===== src/rtl/capture_buffer.sv =====
// Sample-capture buffer: stores qualified stream samples into a DEPTH x DATA_W array
// in one-shot or circular mode, with status flags and a registered read-back port.
module capture_buffer #(
   parameter int DATA_W = 4,
   parameter int DEPTH  = 8,
   parameter int ADDR_W = 3
) (
   input  logic              clk,
   input  logic              rstn,
   input  logic              enable,
   input  logic              start,
   input  logic              mode,
   input  logic              stop,
   input  logic [DATA_W-1:0] din,
   input  logic              din_valid,
   output logic              busy,
   output logic              done,
   output logic              wrapped,
   output logic [ADDR_W-1:0] wr_ptr,
   output logic [ADDR_W:0]   count,
   input  logic [ADDR_W-1:0] rd_addr,
   output logic [DATA_W-1:0] rd_data
);

   typedef enum logic [1:0] {IDLE, CAPTURE, DONE} state_t;

   localparam logic [ADDR_W:0]   DEPTH_C  = (ADDR_W+1)'(DEPTH);
   localparam logic [ADDR_W-1:0] LAST_PTR = ADDR_W'(DEPTH-1);

   state_t              state;
   state_t              state_nxt;
   logic                mode_q;
   logic [DATA_W-1:0]   mem [DEPTH];
   logic                wr_en;
   logic                start_ok;
   logic                ptr_last;

   // Handshake: a sample transfers on any cycle with din_valid && enable while
   // capturing; there is no backpressure, so unqualified samples are simply dropped.
   assign wr_en    = (state == CAPTURE) && enable && din_valid;
   assign start_ok = start && (state != CAPTURE);
   assign ptr_last = (wr_ptr == LAST_PTR);

   // busy/done together encode the FSM state (neither high means IDLE).
   assign busy = (state == CAPTURE);
   assign done = (state == DONE);

   always_comb begin
      state_nxt = state;
      case (state)
         IDLE:    if (start) state_nxt = CAPTURE;
         CAPTURE: begin
            if (!mode_q && wr_en && (count == DEPTH_C - 1'b1))
               state_nxt = DONE;
            else if (mode_q && stop)
               state_nxt = DONE;
         end
         DONE:    if (start) state_nxt = CAPTURE;
         default: state_nxt = IDLE;
      endcase
   end

   always_ff @(posedge clk) begin
      if (!rstn) begin
         state   <= IDLE;
         mode_q  <= 1'b0;
         wr_ptr  <= '0;
         count   <= '0;
         wrapped <= 1'b0;
         rd_data <= '0;
         for (int i = 0; i < DEPTH; i++) mem[i] <= '0;
      end else begin
         state <= state_nxt;
         if (start_ok) begin
            mode_q  <= mode;
            wr_ptr  <= '0;
            count   <= '0;
            wrapped <= 1'b0;
         end else if (wr_en) begin
            mem[wr_ptr] <= din;
            wr_ptr      <= ptr_last ? '0 : wr_ptr + 1'b1;
            if (count != DEPTH_C) count <= count + 1'b1;
            // Only circular capture can wrap; one-shot ends on the same write.
            if (ptr_last && mode_q) wrapped <= 1'b1;
         end
         // Reads see the pre-write contents because mem updates non-blocking.
         rd_data <= ({1'b0, rd_addr} < DEPTH_C) ? mem[rd_addr] : '0;
      end
   end

endmodule


===== config.mk =====
export PLATFORM = sky130hd
export DESIGN_NAME = capture_buffer
export DESIGN_NICKNAME = d
export VERILOG_FILES = /design/src/rtl/capture_buffer.sv
export SDC_FILE = /design/constraint.sdc
export NUM_CORES = 1
export LEC_CHECK = 0
export BUFFER_PORTS_ARGS = -buffer_cell sky130_fd_sc_hd__buf_4
export CORE_UTILIZATION = 50
export CTS_BUF_LIST = sky130_fd_sc_hd__clkbuf_8
export DETAILED_ROUTE_END_ITERATION = 8
export PLACE_DENSITY = 0.7
export SYNTH_ARGS = -nofsm -noshare
export SYNTH_HDL_FRONTEND = slang
export SYNTH_SLANG_ARGS = --single-unit
export TNS_END_PERCENT = 5

===== constraint.sdc =====
create_clock -name clk -period 1.65 [get_ports clk]
set_clock_uncertainty 0.15 [all_clocks]
set_input_delay 0.0825 -clock clk [delete_from_list [all_inputs] [get_ports clk]]
set_output_delay 0.0825 -clock clk [all_outputs]
set_load 0.01 [all_outputs]

---- Word level (Yosys, flattened, before mapping) ----
Memory sizes are Yosys's and may differ from the RTL's. A register that Yosys moved wholly into a read port is not among the register bits.
Cells that the tools add are included.
W data, S select, Z words.
operators by class
  add/subtract/negate cells ............... 2
  eq/ne operators ......................... 8
  muxes and demuxes ....................... 13
  bitwise operators ....................... 1
  reduce and logical (&&, ||, !) cells .... 16
operators with widths
  kind                   number
  $logic_and A1 B1 Y1    7
  $mux W1                6
  $mux W2                3
  $mux W3                2
  $reduce_and A2 Y1      3
  $add A4 B1 Y4 const B  1
  $eq A4 B3 Y1 const B   1
  $mux W4                1
  $ne A2 B1 Y1 const B   2
  $ne A4 B4 Y1 const B   1
  $pmux W2 S2            1
  $reduce_or A2 Y1       2
  $reduce_or A4 Y1       1
  $add A3 B1 Y3 const B  1
  $eq A3 B3 Y1 const B   1
  $ne A3 B1 Y1 const B   1
  $eq A2 B1 Y1 const B   1
  $eq A2 B2 Y1 const B   1
  $logic_not A1 Y1       2
  $logic_not A2 Y1       1
  $not A1 Y1             1
storage, ports and cells
  register bits ........................... 11
  RAM bits ................................ 32
  output and inout bits ................... 14
  logic and storage cells ................. 46
  memories kept ........................... 1
memories
  memory  depth  bits a word  rd ports  clocked after Yosys merged registers in  wr ports  line  text
  mem     8      4            1         1                                        8         33    logic [DATA_W-1:0] mem [DEPTH];

---- Longest topological paths before layout ----
  depth in word-level cells ............... 9
  gate-level depth with buffers ........... 5
  mapped depth without buffers ............ 5

---- Worst setup path before layout ----
Ideal clock, no wire load.
  path kind ............................... reg-to-reg
  start ................................... reg wr_ptr[0]
  end ..................................... mem mem[7][0] (enable)
  arrival time ............................ 1.140 ns
  data required time ...................... 1.190 ns
  path slack .............................. 0.049 ns
  cell stages (with the launch flop) ...... 4
  cells stage by stage .................... dfxtp_1 > inv_1 > nor4_4 > nand2b_1
RTL lines
  element                 line  text
  start, declared         19    output logic [ADDR_W-1:0] wr_ptr,
  start signal, assigned  81    wr_ptr <= ptr_last ? '0 : wr_ptr + 1'b1;
  end, declared           33

==> summary.txt <==
initial antenna violation count: 0
vias per cell: 5.57
Pwr Density: 875 nW/um^2
Hold Path Class: input port to flop
min Tclk post-route: 1.64 ns
crit path max fanout: 7
Least-Margin Pin Slew: 0.576 ns
Final Cell Area: 2680 um^2
drc violations: 0
sequential area share after synthesis: 58.1%
Core Footprint: 4090 um^2
layout cells sized above 1: 27.1%
antenna cells: 0
clock-pin slew on the worst setup and hold paths: 0.08 ns
leading area contributor after synthesis: edfxtp_1
Tcrit/Tclk final: 99.2%
crit path buf inv count: 0
dpl cell area: 2480 um^2
Synth Net Count: 195
maximum clock frequency: 0.611 GHz
Setup Slack @ Placement: 0.00988 ns
Worst Slack Setup Final: 0.0134 ns
clock buffer count from CTS: 5
Relative slew margins: 61.4%
CTS tree: done
I/O Buffers: 27
Seq cells post-synth: 47
status: finished, final reports clean
largest net degree at the start of global routing: 18
worst setup path category: flop to flop
Root Driver: clkbuf_8
Mapped Area: 2170 um^2
Worst path max stage delay: 0.41 ns
RSZ-0062 raised after global routing: true
Yosys cell types: 33
die area: 4610 um^2
area grow syn2layout: 23.5%
Max-cap violations: 0
Detailed Route Iter0 Violations: 104
Rows: 23
most common cell after layout, fill and taps aside: buf_4
TNS Setup: 0 ns
initial core utilization: 53.1%
Arr. time, crit path: 1.49 ns
latest clock arrival within the worst-skew pair: 0.30 ns
drt wl/cell: 16.3 um
Post-layout nets: 242
fillcell total: 304
Gate Count Post-Synth: 177
fin util: 65.6%
routed via count: 1,531
post-route ant nets: 0
hpwl dp: 3320 um
leakage: 1.10 nW
mean post-synth cell area: 12.3 um^2
top-area cell type share of the netlist area: 44.3%
fin. max-slew vios: 0
CTS max path bufs: 2
Total Wirelength: 4480 um
First-pass DRT Iterations: 4
Crit path required time: 1.50 ns
total I/O pin count: 28
grt ovf: 0
final count of hold timing violations: 0
Post-CTS Setup Inserts: 0
CP Launch Type: flop
Setup violations, final: 0
most frequent cells in the layout: buf_4 (38), edfxtp_1 (32), and2_1 (20)
Peak VDD IR: 636 uV
# clock sinks: 47
GRT Util Overall: 22.5%
first-pass GRT wire length: 7170 um
CP delay by family, top: simple AND/OR/NAND/NOR gates
die height: 67.9 um
largest cells by area after synthesis: edfxtp_1 (44%), dfxtp_1 (14%), mux4_2 (8.3%)
Synth Warn #: 0
die width: 67.9 um
crit path capture type: flop
slowest cell on the critical path: dfxtp_1
critical path cell sequence: and4b_2 > and4_1 > nand2b_1
Final Hold Slack: 0.0400 ns
vias in the first global route: 1,575
CTS H-tree depth: 2
RePlAce Congestion: 0.879
worst paths after layout:
path,to,slack [ns],start,depth (start not counted)
setup / recovery,mem[4][1],0.01,state[0],3
hold / removal,state[0],0.04,rstn,2
setup reg to reg,mem[4][1],0.01,state[0],3
hold reg to reg,wrapped,0.35,wrapped,2
cell usage after synthesis:
| cell | instances |
|---|---|
| edfxtp_1 | 32 |
| and2_1 | 20 |
| nor2_1 | 19 |
| dfxtp_1 | 15 |
| a21oi_1 | 10 |
| nand2_1 | 10 |
| inv_1 | 9 |
| mux4_2 | 8 |
| nand2b_1 | 5 |
| o21ai_0 | 5 |
| ha_1 | 4 |
| mux2i_1 | 4 |
| nand3_1 | 4 |
| nand4_1 | 4 |
| nor2b_1 | 4 |
| and4_1 | 3 |
| clkbuf_1 | 3 |
| nand3b_1 | 2 |
| or3_1 | 2 |
| a31oi_1 | 1 |
| a32oi_1 | 1 |
| a41o_1 | 1 |
| and3b_1 | 1 |
| and4b_1 | 1 |
| buf_2 | 1 |
| buf_4 | 1 |
| buf_6 | 1 |
| inv_2 | 1 |
| nand4b_2 | 1 |
| nor3_1 | 1 |
| nor4_2 | 1 |
| nor4_4 | 1 |
| o21ai_1 | 1 |
sequential cells by signal, summed over array words and instances (netlist names):
signal	cells
wrapped	1
rd_data	4
mem	32
mode_q	1
state	2
count	4
wr_ptr	3
metal layers:
layer / part of all wire, % / track usage (%) / vias to the layer above
met2: 52 / 41.0 / 54
met5: 0 / 0 / -
li1: - / - / 732
met1: 42 / 24.9 / 740
met3: 5.0 / 5.83 / 5
met4: 1.3 / 8.85 / 0
logic make-up (layout without fill, tap and decap cells):
kind of cell / count (synthesis) / in the layout / synth area share, %
mux: 12 / 12 / 10.1
simple gates: 79 / 79 / 21.3
flops: 47 / 47 / 58.1
buf+inv: 16 / 64 / 3.34
compound gates: 19 / 19 / 4.84
fa+ha+maj: 4 / 4 / 2.31
per-stage QoR:
stage	power, mW	std cells
after floorplan	1.45	177
after global placement	1.52	259
after detailed placement	1.53	259
after CTS	2.36	275
after global routing	2.42	275
final	2.34	275
timing repair:
action                     CTS  global route
hold endpoints to repair    27             0
gates resized for setup      1             4
hold buffers                 8             0
setup endpoints to repair    8            16
final cells by class:
class / count / area (um^2) / area share (%)
Multi-Input combinational cell: 114 / 846 / 31.6
Clock inverter: 3 / 37.5 / 1.40
Timing Repair Buffer: 46 / 365 / 13.6
Sequential cell: 47 / 1260 / 47.1
Tap cell: 50 / 62.6 / 2.33
Inverter: 10 / 37.5 / 1.40
Clock buffer: 5 / 68.8 / 2.57
report_power, final:
part,internal [mW],switching (mW),leakage [nW]
combinational,0.101,0.106,0.586
clock,0.441,0.380,0.0607
sequential,1.29,0.0204,0.453
No activity file was read; power rests on OpenSTA's default activity.
